## src/rtl/if_pkg.sv

```systemverilog
// Shared types and constants for the instruction-fetch stage.
package if_pkg;

    localparam int unsigned ADDR_WIDTH = 32;
    localparam int unsigned DATA_WIDTH = 32;
    localparam int unsigned INST_BYTES = 4;

    typedef enum logic [0:0] {
        StIdle = 1'b0,
        StRun  = 1'b1
    } fetch_state_e;

    typedef struct packed {
        logic [ADDR_WIDTH-1:0] pc;
        logic [DATA_WIDTH-1:0] inst;
    } fetch_entry_t;

endpackage

```

## src/rtl/fetch_fifo.sv

```systemverilog
// Circular fetch queue holding {pc, inst} entries, with push, pop and flush.
// The head output holds its last value while the queue is empty.
module fetch_fifo
    import if_pkg::*;
#(
    parameter int unsigned DEPTH = 2
) (
    input  logic                  clk_i,
    input  logic                  rst_n_i,
    input  logic                  flush_i,
    input  logic                  push_i,
    input  logic [ADDR_WIDTH-1:0] push_pc_i,
    input  logic [DATA_WIDTH-1:0] push_inst_i,
    input  logic                  pop_i,
    output logic [ADDR_WIDTH-1:0] head_pc_o,
    output logic [DATA_WIDTH-1:0] head_inst_o,
    output logic                  empty_o,
    output logic                  full_o
);

    localparam int unsigned PtrW = (DEPTH > 1) ? $clog2(DEPTH) : 1;
    localparam int unsigned CntW = $clog2(DEPTH + 1);

    fetch_entry_t    mem_q [DEPTH];
    fetch_entry_t    last_q;
    fetch_entry_t    head_entry;
    fetch_entry_t    push_entry;
    logic [PtrW-1:0] head_q;
    logic [PtrW-1:0] tail_q;
    logic [CntW-1:0] count_q;
    logic [CntW-1:0] count_d;
    logic            push_en;
    logic            pop_en;

    assign empty_o    = (count_q == '0);
    assign full_o     = (count_q == CntW'(DEPTH));
    assign push_en    = push_i && !full_o;
    assign pop_en     = pop_i && !empty_o;
    assign push_entry = '{pc: push_pc_i, inst: push_inst_i};

    // Head entry, or the last presented entry once the queue runs dry.
    always_comb begin
        head_entry = last_q;
        if (!empty_o) begin
            head_entry = mem_q[head_q];
        end
    end

    assign head_pc_o   = head_entry.pc;
    assign head_inst_o = head_entry.inst;

    // Occupancy next state: simultaneous push and pop leaves it unchanged.
    always_comb begin
        count_d = count_q;
        if (push_en && !pop_en) begin
            count_d = count_q + CntW'(1);
        end else if (pop_en && !push_en) begin
            count_d = count_q - CntW'(1);
        end
    end

    // Pointers, count and storage; flush empties the queue without touching storage.
    always_ff @(posedge clk_i or negedge rst_n_i) begin
        if (!rst_n_i) begin
            head_q  <= '0;
            tail_q  <= '0;
            count_q <= '0;
            last_q  <= '0;
            for (int i = 0; i < int'(DEPTH); i++) begin
                mem_q[i] <= '0;
            end
        end else begin
            if (!empty_o) begin
                last_q <= mem_q[head_q];
            end
            if (flush_i) begin
                head_q  <= '0;
                tail_q  <= '0;
                count_q <= '0;
            end else begin
                if (push_en) begin
                    mem_q[tail_q] <= push_entry;
                    tail_q        <= tail_q + PtrW'(1);
                end
                if (pop_en) begin
                    head_q <= head_q + PtrW'(1);
                end
                count_q <= count_d;
            end
        end
    end

endmodule

```

## src/rtl/if_fetch.sv

```systemverilog
// Instruction-fetch stage: owns the PC, drives a combinational ROM and feeds
// decode through a small registered queue with valid/ready handshake.
module if_fetch
    import if_pkg::*;
#(
    parameter logic [ADDR_WIDTH-1:0] RESET_PC = 32'h8000_0000,
    parameter int unsigned           DEPTH    = 2
) (
    input  logic                  clk_i,
    input  logic                  rst_n_i,
    input  logic                  fetch_en_i,
    input  logic                  redirect_i,
    input  logic [ADDR_WIDTH-1:0] redirect_pc_i,
    output logic                  rom_ce_o,
    output logic [ADDR_WIDTH-1:0] rom_addr_o,
    input  logic [DATA_WIDTH-1:0] rom_inst_i,
    output logic                  inst_valid_o,
    output logic [DATA_WIDTH-1:0] inst_o,
    output logic [ADDR_WIDTH-1:0] pc_o,
    input  logic                  id_ready_i
);

    localparam logic [ADDR_WIDTH-1:0] ResetPcAligned = {RESET_PC[ADDR_WIDTH-1:2], 2'b00};

    fetch_state_e          state_q;
    fetch_state_e          state_d;
    logic [ADDR_WIDTH-1:0] pc_q;
    logic [ADDR_WIDTH-1:0] pc_d;
    logic                  rom_ce;
    logic                  push;
    logic                  pop;
    logic                  fifo_empty;
    logic                  fifo_full;
    logic                  unused_redirect_lsbs;

    // Target low bits are dropped so the PC stays word aligned.
    assign unused_redirect_lsbs = ^redirect_pc_i[1:0];

    // Next state and ROM enable; the enable only sees state and registered fullness.
    always_comb begin
        state_d = state_q;
        rom_ce  = 1'b0;
        unique case (state_q)
            StIdle: begin
                if (fetch_en_i) begin
                    state_d = StRun;
                end
            end
            StRun: begin
                rom_ce = !fifo_full;
                if (!fetch_en_i) begin
                    state_d = StIdle;
                end
            end
            default: state_d = StIdle;
        endcase
    end

    // A redirect discards this cycle's fetched word and any offered head.
    assign push = rom_ce && !redirect_i;
    assign pop  = !fifo_empty && id_ready_i && !redirect_i;

    // PC next state: redirect wins over sequential advance.
    always_comb begin
        pc_d = pc_q;
        if (redirect_i) begin
            pc_d = {redirect_pc_i[ADDR_WIDTH-1:2], 2'b00};
        end else if (push) begin
            pc_d = pc_q + ADDR_WIDTH'(INST_BYTES);
        end
    end

    // State and PC registers.
    always_ff @(posedge clk_i or negedge rst_n_i) begin
        if (!rst_n_i) begin
            state_q <= StIdle;
            pc_q    <= ResetPcAligned;
        end else begin
            state_q <= state_d;
            pc_q    <= pc_d;
        end
    end

    fetch_fifo #(
        .DEPTH (DEPTH)
    ) u_fetch_fifo (
        .clk_i       (clk_i),
        .rst_n_i     (rst_n_i),
        .flush_i     (redirect_i),
        .push_i      (push),
        .push_pc_i   (pc_q),
        .push_inst_i (rom_inst_i),
        .pop_i       (pop),
        .head_pc_o   (pc_o),
        .head_inst_o (inst_o),
        .empty_o     (fifo_empty),
        .full_o      (fifo_full)
    );

    assign rom_ce_o     = rom_ce;
    assign rom_addr_o   = pc_q;
    assign inst_valid_o = !fifo_empty;

endmodule

```

## config.mk

```make
export PLATFORM = sky130hd
export DESIGN_NAME = if_fetch
export DESIGN_NICKNAME = d
export VERILOG_FILES = /design/src/rtl/if_pkg.sv /design/src/rtl/fetch_fifo.sv /design/src/rtl/if_fetch.sv
export SDC_FILE = /design/constraint.sdc
export NUM_CORES = 1
export LEC_CHECK = 0
export CORE_MARGIN = 2
export CORE_UTILIZATION = 35
export CTS_CLUSTER_DIAMETER = 80
export DETAILED_ROUTE_END_ITERATION = 12
export HOLD_SLACK_MARGIN = 0.05
export MAX_ROUTING_LAYER = met4
export PLACE_DENSITY_LB_ADDON = 0.3
export SETUP_SLACK_MARGIN = 0.02
export SYNTH_ARGS = -nofsm -noshare
export SYNTH_HDL_FRONTEND = slang
export SYNTH_SLANG_ARGS = --single-unit
```

## constraint.sdc

```tcl
create_clock -name clk_i -period 4.7 [get_ports clk_i]
set_input_delay 0.94 -clock clk_i [delete_from_list [all_inputs] [get_ports clk_i]]
set_output_delay 0.94 -clock clk_i [all_outputs]
set_load 0.02 [all_outputs]
```

==> summary.md, run 1 <==
| Metric | Value |
|---|---|
| Status | finished, final reports clean |
| Async S/R FF share, synth | 100% |
| Largest net degree at the start of global routing | 98 |
| Nets | 985 |
| Layout cells sized above 1 | 20.4% |
| Root buf cell | clkbuf_16 |
| Crit path largest cell delay | between 700 and 800 ps |
| Reg power frac | 43.3% |
| Crit path DAT | 2860 ps |
| Crit-path max FO | 37 |
| Top cell type by total area after synthesis | dfrtp_1 |
| CTS max path bufs | 3 |
| Area grow syn2layout | 29.4% |
| Switch share | 28.8% |
| Initial core utilization | 35.5% |
| Crit share post-route | 80.9% |
| Hold Path Class | in -> async |
| Max-capacitance violation count | 0 |
| Worst-Margin Slew | 1000 ps |
| Clock buffer count from CTS | 26 |
| Vias | 6239 |
| Cells after Synth | about 770 |
| HPWL after detailed placement | about 14000 µm |
| Vias in the first global route | 6601 |
| First-pass GRT wire length | 35900 µm |
| Sequential cell area | between 5000 and 6000 µm² |
| Antenna diodes | 0 |
| Routability Congestion | a little under 0.8 |
| Final Hold Viols | 0 |
| CP endpoint kind | output pin |
| Die Ht | 169 µm |
| Clock transition at path regs | around 60 ps |
| Register area share after synthesis | 58.7% |
| Net Sw Power | 1.80 mW |
| Top-count cell post-synth | dfrtp_1 |
| Max-Slew Margin vs Limit | 33.2% |
| Post-Route WL | 21800 µm |
| Max VDD drop | 0.000227 V |
| Fill cell count | 2497 |
| Antenna violations before repair | 0 |
| Antenna viol nets, final | 0 |
| Hold-fix buffers at CTS | 0 |
| Reg2reg path depth | 5 |
| CP max stage cell | dfrtp_4 |
| Clock Skews | ~27 ps |
| Port bufs | approximately 160 |
| Remaining global-route overflow | 0 |
| Number of synthesized flops with an enable pin | 0 |
| Synthesized flop and latch total | 223 |
| Site row count | 60 |
| Post-synth top area share | 58.4% |
| Synth area leaders | dfrtp_1 58%, mux2_2 14%, mux2i_1 6.6%, o21ai_0 4.4%, nand2_1 4.3% |
| Core region area | 26800 µm² |
| Pins Over Slew Limit | 0 |
| Crit path required time | 3760 ps |
| RSZ-0062 raised after global routing | false |
| PostCTS Resize Cnt | 0 |
| Gate power share | about 25% |
| I/O pin count | 167 |
| Ys Warns | 0 |
| DIE WIDTH | 169 µm |
| Leakage | 5.10 nW |
| # H-tree levels | 1 |
| Worst skew pair latency | 530 ps |
| Setup TNS | 0 ps |
| Syn_area_per_cell | 12.4 µm² |
| WL/cell | 17.1 µm |
| Drt drc | 0 |
| Ys flop type | dfrtp_1 |
| Tot Pwr | 6.23 mW |
| Postcts setup bufs | 0 |
| Vias/cell | 4.89 |
| Syn Std Cell Area | 9510 µm² |
| All-Layer GR Usage | 16.0% |
| Critical Path, Cell by Cell | buf_12 > mux2i_1 > o21ai_0 > clkdlybuf4s50_1 |
| Clock sinks | 223 |
| Minimum clock period | 3800 ps |
| 1st-pass router iterations | 4 |
| CTS tree | built |
| Synth cell count leaders | 222 x dfrtp_1, 122 x mux2_2, 108 x nand2_1 |
| Multi-input logic area | 3690 µm² |
| CP startpoint kind | register |
| Total die area | 28500 µm² |
| Max Fclk | 263 MHz |
| Synth cell types | 38 |
| # setup viols final | 0 |
| P_int | ~4.4 mW |
| Starting DRT DRC Count | about 320 |
| Power per cell area | slightly above 500 nW/µm² |
| Kind of critical path | reg -> out |
| Clock share of power | 32.0% |
cells by family (layout without fill, tap and decap cells):
logic type	count (synthesis)	in the layout	share of synthesized area (%)
compound gates	95	95	5.05
flops	223	223	58.7
buf+inv	54	222	2.71
other cells	1	2	0.0394
fa+ha+maj	1	1	0.132
mux	189	189	21.6
simple gates	171	171	8.95
xor+xnor	31	31	2.86
power by group through the flow:
stage	clock network, mW	logic [mW]	registers (mW)
after floorplan	0	0.904	2.68
after global placement	0	1.53	2.71
after detailed placement	0	1.56	2.74
after CTS	2.06	1.56	2.70
after global routing	2.14	1.68	2.77
final	1.99	1.54	2.70
critical path: cells and delay by family (launching register included):
family	cells	cell delay, ps
flops	1	770
buf+inv	2	1060
mux	1	130
compound gates	1	320
final cells by class:
class	instances	area share, %
inverters	5	0.153
multi-input cells	489	30.0
clock inverters	11	0.997
flip-flops and latches	223	45.4
repair buffers	170	14.0
well taps	341	3.47
clock buffers	36	6.00
state kept, by name, indices dropped and copies added (netlist names):
signal and cells:
u_fetch_fifo.last_q 64, u_fetch_fifo.tail_q 1, u_fetch_fifo.mem_q 124, rom_addr_o 30, u_fetch_fifo.head_q 1, u_fetch_fifo.count_q 2
state_q 1
path summary, 6_finish.rpt:
check,from,endpoint,slack [ps]
setup reg to reg,u_fetch_fifo.count_q[0],u_fetch_fifo.mem_q[17],2290
hold / removal,rst_n_i,u_fetch_fifo.last_q[28],430
setup / recovery,u_fetch_fifo.head_q,pc_o[16],900
max in group asynchronous,rst_n_i,u_fetch_fifo.mem_q[89],3400
min in group clk_i,u_fetch_fifo.last_q[33],u_fetch_fifo.last_q[33],480
hold reg to reg,u_fetch_fifo.last_q[33],u_fetch_fifo.last_q[33],480
layer usage:
metal / track usage, % / vias up / routed length (µm)
li1: - / 2963 / -
met3: 3.06 / 35 / 1120
met2: 24.4 / 160 / 9710
met4: 3.41 / 0 / 455
met1: 22.4 / 3081 / 10500
met5: - / - / 0
placed cells by master (no fill, tap or decap), types with 11 or more instances in the layout:
master and instances:
mux2i_1 63, clkbuf_16 26, clkdlybuf4s50_1 160, nand2_1 107
nor2_1 11, mux2_2 122, o21ai_0 84, dfrtp_1 221
xnor2_1 22
metrics by stage:
step / hold slack [ps] / cells / utilization, % / setup slack (ps) / area (µm²)
after floorplan: 457 / 766 / - / 2030 / 9510
after global placement: 464 / 1228 / 42.7 / 1450 / 11400
after detailed placement: 468 / 1228 / 42.7 / 1440 / 11400
after CTS: 461 / 1275 / 45.9 / 841 / 12300
after global routing: 481 / 1275 / 45.9 / 704 / 12300
final: 433 / 1275 / 45.9 / 896 / 12300
Note: power is estimated with default switching activity, not from simulation.
==> inputs of run 2 (changes only) <==
==> constraint.sdc (replaced) <==
create_clock -name clk_i -period 3.44 [get_ports clk_i]
set_input_delay 0.688 -clock clk_i [delete_from_list [all_inputs] [get_ports clk_i]]
set_output_delay 0.688 -clock clk_i [all_outputs]
set_load 0.02 [all_outputs]
==> run 2 against run 1 <==
Hold slack got worse by 260 ps. Design area is 0.78% higher. Sequential share of layout area shrank 0.35 points. Critical path depth up 1. Non-clock buffer count rose by 5. Total power is 37% higher. Critical endpoint unchanged. Largest power group unchanged.
==> summary.md, run 2 (synthesis gave the netlist of run 1 again) <==
| Metric | Value |
|---|---|
| Setup WS pre-CTS | 836 ps |
| Power per cell area | 691 nW/µm² |
| Critical Path, Cell by Cell | nor2_4 > buf_4 > nand2_1 > o21ai_0 > clkdlybuf4s50_1 |
| Reg2reg path depth | 6 |
| Worst skew pair latency | roughly 520 ps |
| Die Ht | about 170 µm |
| Remaining global-route overflow | 0 |
| Initial core utilization | 35.5% |
| Reg2Reg Capture Point | u_fetch_fifo.mem_q[12] |
| Crit path largest cell delay | 690 ps |
| Status | finished, final reports clean |
| Starting DRT DRC Count | 314 |
| First-pass GRT wire length | 34900 µm |
| Crit path buf inv count | 2 |
| Clock transition at path regs | around 60 ps |
| CP max stage cell | clkdlybuf4s50_1 |
| CP startpoint kind | register |
| Worst-Margin Slew | 725 ps |
| HPWL after detailed placement | 13800 µm |
| Hold-fix buffers at CTS | 0 |
| Vias/cell | ~4.9 |
| WL/cell | 16.6 µm |
| Area grow syn2layout | 30.4% |
| # setup viols final | 0 |
| Max VDD drop | 0.000388 V |
| Hold Slack | ~180 ps |
| PostCTS Resize Cnt | 0 |
| Max-capacitance violation count | 0 |
| Most frequent cells in the layout | 221 x dfrtp_1, 160 x clkdlybuf4s50_1, 122 x mux2_2, 107 x nand2_1, 84 x o21ai_0 |
| Nets | 990 |
| DIE WIDTH | 169 µm |
| Multi-input logic area | 3690 µm² |
| # H-tree levels | 1 |
| Largest net degree at the start of global routing | 94 |
| Post-Route WL | between 20000 and 25000 µm |
| Most common cell after layout, fill and taps aside | dfrtp_1 |
| Pins Over Slew Limit | 0 |
| Antenna violations before repair | 0 |
| 1st-pass router iterations | 4 |
| CP endpoint kind | output pin |
| Launch point of the worst reg-to-reg path | u_fetch_fifo.count_q[0] |
| RSZ-0062 raised after global routing | false |
| CTS max path bufs | 3 |
| Setup TNS | 0 ps |
| Drt drc | 0 |
| Root buf cell | clkbuf_16 |
| Max-Slew Margin vs Limit | a little over 50% |
| Port bufs | 162 |
| Crit-path max FO | 40 |
| Clock sinks | 223 |
| Clock buffer count from CTS | 26 |
| Crit path required time | between 2000 and 3000 ps |
| Leakage | 5.14 nW |
| Final Hold Viols | 0 |
| Final WS setup | 306 ps |
| CTS tree | built |
| Vias in the first global route | 6434 |
| Crit path DAT | 2450 ps |
| Clock Skews | 10.4 ps |
| Crit share post-route | 91.1% |
| Postcts setup bufs | 0 |
| Fill cell count | 2474 |
| Minimum clock period | between 3000 and 4000 ps |
| Reg-to-reg setup timing slack | 1110 ps |
| Hold Path Class | in -> async |
| Antenna viol nets, final | 0 |
| All-Layer GR Usage | 15.6% |
| Total die area | 28500 µm² |
| Max reg flops | about 120 |
| Vias | 6214 |
| Max Fclk | 319 MHz |
| Kind of critical path | reg -> out |
| Fin util | 46.3% |
| Layout cells sized above 1 | a little over a fifth |
| Routability Congestion | 0.772 |
| Sequential cell area | 5590 µm² |
| Site row count | 60 |
| I/O pin count | 167 |
| Reg with most FFs | u_fetch_fifo.mem_q |
| Largest delay contributor family on the critical path | buffers and inverters |
| Core region area | 26800 µm² |
| Antenna diodes | 0 |
-- run 2: cell types whose count changed in the layout (fill, tap and decap cells not counted) --
cell        change
inv_6           -1
buf_4           +2
clkbuf_16       +1
clkinvlp_4      +3
clkbuf_1        -3
clkinv_2        +2
clkinv_8        -1
buf_12          +3
-- run 2: metal layers --
layer / track usage, % / wire [µm] / vias up
met3: 2.81 / 966 / 30
li1: - / - / 2978
met5: - / 0 / -
met4: 3.56 / 442 / 0
met1: 21.6 / 10200 / 3056
met2: 24.1 / 9710 / 150
-- run 2: cell type report --
class | instances | area share, %
Tap cell | 341 | 3.44
Sequential cell | 223 | 45.0
Timing Repair Buffer | 175 | 14.5
Multi-Input combinational cell | 489 | 29.8
Inverter | 5 | 0.151
Clock buffer | 34 | 6.06
Clock inverter | 14 | 1.05
-- run 2: how the worst max path moves through the flow --
stage	start	end	slack (ps)	depth (start not counted)
3_3_place_gp	u_fetch_fifo.count_q[1]	pc_o[16]	830	5
4_1_cts	u_fetch_fifo.count_q[1]	pc_o[16]	260	5
6_report	u_fetch_fifo.count_q[1]	pc_o[16]	310	5
2_1_floorplan	u_fetch_fifo.head_q	inst_o[20]	1020	4
5_1_grt	u_fetch_fifo.count_q[1]	pc_o[16]	120	5
3_5_place_dp	u_fetch_fifo.count_q[1]	pc_o[16]	840	5
-- run 2: report_power, final --
group,total [mW],switching [mW],internal [mW]
combinational,2.13,1.04,1.09
clock,2.77,1.08,1.69
sequential,3.67,0.336,3.33
total,8.56,2.45,6.11
-- run 2: worst reg2reg max path, cell delays in order (launching register included) --
cell	delay, ps
dfrtp_1	440
nand2b_1	260
nand2_2	250
nor2_1	110
nand2_4	480
buf_12	290
mux2_2	380
-- run 2: through the flow --
step / std cells / power (mW) / cell area (µm²)
2_1_floorplan: 766 / 4.89 / 9510
3_3_place_gp: 1233 / 5.82 / 11500
3_5_place_dp: 1233 / 5.88 / 11500
4_1_cts: 1281 / 8.71 / 12400
5_1_grt: 1281 / 9.05 / 12400
6_report: 1281 / 8.56 / 12400
